[config.mk]
export PLATFORM = sky130hd
export DESIGN_NAME = gpr_read_port
export DESIGN_NICKNAME = d
export VERILOG_FILES = /design/src/rtl/gpr_read_port.sv
export SDC_FILE = /design/constraint.sdc
export NUM_CORES = 1
export LEC_CHECK = 0
export BUFFER_PORTS_ARGS = -buffer_cell sky130_fd_sc_hd__buf_2
export CAP_MARGIN = 30
export CORE_ASPECT_RATIO = 1.25
export CORE_MARGIN = 2
export CORE_UTILIZATION = 30
export CTS_BUF_LIST = sky130_fd_sc_hd__clkbuf_16
export DETAILED_ROUTE_END_ITERATION = 7
export SYNTH_ARGS = -nofsm -noshare
export SYNTH_HDL_FRONTEND = slang
export SYNTH_SLANG_ARGS = --single-unit
export TNS_END_PERCENT = 10
[constraint.sdc]
create_clock -name clk -period 4.3 [get_ports clk]
set_input_delay 0.86 -clock clk [delete_from_list [all_inputs] [get_ports clk]]
set_output_delay 0.86 -clock clk [all_outputs]
set_load 0.005 [all_outputs]
[src/rtl/gpr_read_port.sv]
// gpr_read_port
//   General-purpose register bank (NREGS x WIDTH) with one write port and a
//   handshaked read port that returns data one cycle after acceptance.
//
// Ports:
//   clk       rising-edge system clock
//   rst       asynchronous active-low reset
//   wr_en     write strobe
//   wr_addr   write register index
//   wr_data   write data
//   rd_req    read request valid
//   rd_addr   read register index (qualified by rd_req)
//   rd_ready  port can accept a request this cycle (combinational)
//   rd_valid  read response valid (registered)
//   rd_data   read response data (registered, held while rd_valid=1)
//   rd_ack    consumer accepts the response this cycle
module gpr_read_port #(
  parameter int unsigned WIDTH       = 16,
  parameter int unsigned NREGS       = 8,
  parameter int unsigned AW          = 3,
  parameter int unsigned HARDWIRE_R0 = 0
) (
  input  logic             clk,
  input  logic             rst,
  input  logic             wr_en,
  input  logic [AW-1:0]    wr_addr,
  input  logic [WIDTH-1:0] wr_data,
  input  logic             rd_req,
  input  logic [AW-1:0]    rd_addr,
  output logic             rd_ready,
  output logic             rd_valid,
  output logic [WIDTH-1:0] rd_data,
  input  logic             rd_ack
);

  typedef enum logic {
    IDLE = 1'b0,
    RESP = 1'b1
  } state_t;

  state_t           state;
  logic [WIDTH-1:0] regs [NREGS];
  logic [WIDTH-1:0] rd_value;
  logic             rd_is_r0;
  logic             wr_is_r0;
  logic             wr_allowed;
  logic             accept;

  assign rd_is_r0   = (HARDWIRE_R0 != 0) && (rd_addr == '0);
  assign wr_is_r0   = (HARDWIRE_R0 != 0) && (wr_addr == '0);
  assign wr_allowed = wr_en && !wr_is_r0;

  // A new request can be taken while the current response is being consumed.
  assign rd_ready = (state == IDLE) | rd_ack;
  assign accept   = rd_req && rd_ready;

  // Value captured on acceptance: a same-edge write to the read address wins
  // over the stored value, except for a hardwired R0 which always reads zero.
  always_comb begin
    rd_value = regs[rd_addr];
    if (rd_is_r0) begin
      rd_value = '0;
    end else if (wr_en && (wr_addr == rd_addr)) begin
      rd_value = wr_data;
    end
  end

  always_ff @(posedge clk or negedge rst) begin
    if (!rst) begin
      regs <= '{default: '0};
    end else if (wr_allowed) begin
      regs[wr_addr] <= wr_data;
    end
  end

  always_ff @(posedge clk or negedge rst) begin
    if (!rst) begin
      state    <= IDLE;
      rd_valid <= 1'b0;
      rd_data  <= '0;
    end else begin
      case (state)
        IDLE: begin
          if (accept) begin
            state    <= RESP;
            rd_valid <= 1'b1;
            rd_data  <= rd_value;
          end
        end
        RESP: begin
          if (rd_ack) begin
            if (rd_req) begin
              rd_data <= rd_value;
            end else begin
              state    <= IDLE;
              rd_valid <= 1'b0;
            end
          end
        end
        default: begin
          state    <= IDLE;
          rd_valid <= 1'b0;
        end
      endcase
    end
  end

endmodule

==> impl_metrics.ini <==
[layout]
drive_above_1_share = 0.369
design_area_um2 = 7590
final_nets = 541
area.growth.synth_to_final_pct = 16.8
antennaDiodeCount = 0
n_fill_cell = 2063
final_util = 0.355

[floorplanning]
fp-row-count = 60
dieArea_um2 = 22900
core_um2 = 21400
pin_count = 45
fp.dieW_um = 136
initial_core_util = 0.304
die_h_um = 169

[placed_design]
place_area_um2 = 6990
gp_congestion = 0.767
place_hpwl_mm = 9.69
port_buffers = 44

[timing]
finalSetupViolCount = 0
holdWs_ns = 0.212
rsz0062_at_grt = false
period_share = 0.618
max_freq_ghz = 0.377
hold_violations = 0
fin_tns_setup_ns = 0
worst_pin_slew_ns = 0.991
timing.final.max_slew_violations = 0
relSlewSlack = 0.339
post-route-min-period_ns = 2.66
finalClockSkew_ns = 0.00613

[power_and_ir_drop]
p_clk_frac = 0.372
switching_power_w = 0.000973
cellLeakagePower_nw = 3.32
switching_share = 0.250
p_comb_frac = 0.158
power_w = 0.00390
power_density_nw_per_um2 = 513
vdd_ir_drop_max_uv = 195
p_int_w = 0.00292
seqPwrFrac = 0.470

[synthesis]
synth_top_cells_by_count = dfrtp_1 (146), mux2_2 (81), nand2_1 (49), o21ai_0 (49), mux4_2 (26)
synth_most_common_cell = dfrtp_1
synth_area_per_cell_um2 = 13.9
yosysUniqueCellTypes = 28
synth-seq-cells = 146
synth.top_cell.area_share = 0.562
synth_edf_count = 0
synth_largest_area_cell = dfrtp_1
synth_cells = 469
synth_area_um2 = 6500
async_flop_share = 1.00
ys_top_cells_by_area = dfrtp_1 (56%), mux2_2 (14%), mux4_2 (9.0%)
synth.yosys.seq_area_share = 0.562
synthesis.nets = 496
ys_warn_count = 0
ys.flop_type = dfrtp_1

[global_routing]
grt_use_total = 0.142
grt_antenna_before_repair = 0
grt_overflow = 0
grt_pass1_wl_mm = 24.5
grt_pass1_vias = 4436
grt_max_degree = 110

[critical_path]
path_class = primary input to flip-flop
cp.arrival_ns = 2.92
cp-start-kind = primary input
r2r_slack_ns = 1.81
worst_ep_required_time_ns = 4.56
crit_fanout = 24
cp-end-kind = flip-flop

[cts]
cts_setup_buffers = 0
htreeDepth = 4
path_clk_slew_ns = 0.06
root_buffer = clkbuf_16
hold_buffers = 0
cts_sinks = 146
cts_buffers = 17
cts-resized-gates = 0
clk-insertion-delay-late_ns = 0.43
clock_path_buffers = 2
cts_tree = built

[flow_run]
maxCapViolCount = 0

[routing]
wl_per_cell_um = 18.7
first_pass_iters = 4
ant_nets = 0
totalWireLength_mm = 15.1
drc = 0
vias_per_cell = 4.96
drt_iter0_markers = 238
via_count = 3989

[min_path]
hp-class = primary input to asynchronous set/reset pin

[run_status]
status = finished clean
==> worst max-delay path, stage by stage <==
cell and delay (ns):
buf_2 0.66, xnor2_1 0.20, and4_1 0.25, and2_1 0.70
a221oi_1 0.23
==> power groups by stage <==
| stage | logic [W] | registers (W) | clock network, W |
|---|---|---|---|
| 2_1_floorplan | 0.000454 | 0.00179 | 0 |
| 3_3_place_gp | 0.000596 | 0.00184 | 0 |
| 3_5_place_dp | 0.000625 | 0.00185 | 0 |
| 4_1_cts | 0.000627 | 0.00183 | 0.00147 |
| 5_1_grt | 0.000692 | 0.00186 | 0.00154 |
| 6_report | 0.000617 | 0.00183 | 0.00145 |
==> state kept, by name, summed over array words and instances (netlist names) <==
name      count
state         1
regs        128
rd_valid      1
rd_data      16
==> logic make-up after synthesis <==
group	count (synthesis)	share of synthesized area
compound gates	66	0.0609
xor+xnor	3	0.00404
buf+inv	45	0.0356
flops	146	0.562
mux	128	0.278
simple gates	81	0.0587
==> cells in the final DEF, fill, tap and decap left out, types with 13 or more instances in the layout <==
| cell type | count |
|---|---|
| buf_2 | 43 |
| buf_4 | 13 |
| clkbuf_16 | 17 |
| dfrtp_1 | 146 |
| inv_1 | 15 |
| mux2_2 | 81 |
| mux4_2 | 26 |
| nand2_1 | 49 |
| nor2_1 | 13 |
| o21ai_0 | 49 |
==> stage by stage <==
stage / instances / setup WS (ns)
2_1_floorplan: 469 / 2.00
3_3_place_gp: 773 / 1.25
3_5_place_dp: 773 / 1.17
4_1_cts: 804 / 1.59
5_1_grt: 805 / 1.51
6_report: 805 / 1.64
==> layer usage <==
layer | global-route usage | share of wire | vias up
met5 | 0 | 0 | -
met4 | 0.0521 | 0.016 | 0
met3 | 0.0404 | 0.055 | 17
met2 | 0.221 | 0.47 | 104
met1 | 0.190 | 0.46 | 2079
li1 | - | - | 1789
==> final timing paths <==
check,start,to,cells after the start
max,rd_addr[0],rd_data[2],5
min,rst,regs[63],1
max reg2reg,state,rd_data[2],4
min reg2reg,state,rd_valid,1
max in group asynchronous,rst,regs[103],3
min in group clk,state,rd_valid,1
==> area by class of cell <==
type | instances | area [um^2] | share of cell area
multi-input cells | 278 | 2610 | 0.344
repair buffers | 58 | 352 | 0.0463
clock buffers | 17 | 425 | 0.0561
well taps | 279 | 349 | 0.0460
flip-flops and latches | 146 | 3650 | 0.481
inverters | 13 | 48.8 | 0.00643
clock inverters | 14 | 149 | 0.0196
No activity file was read; power rests on OpenSTA's default activity.
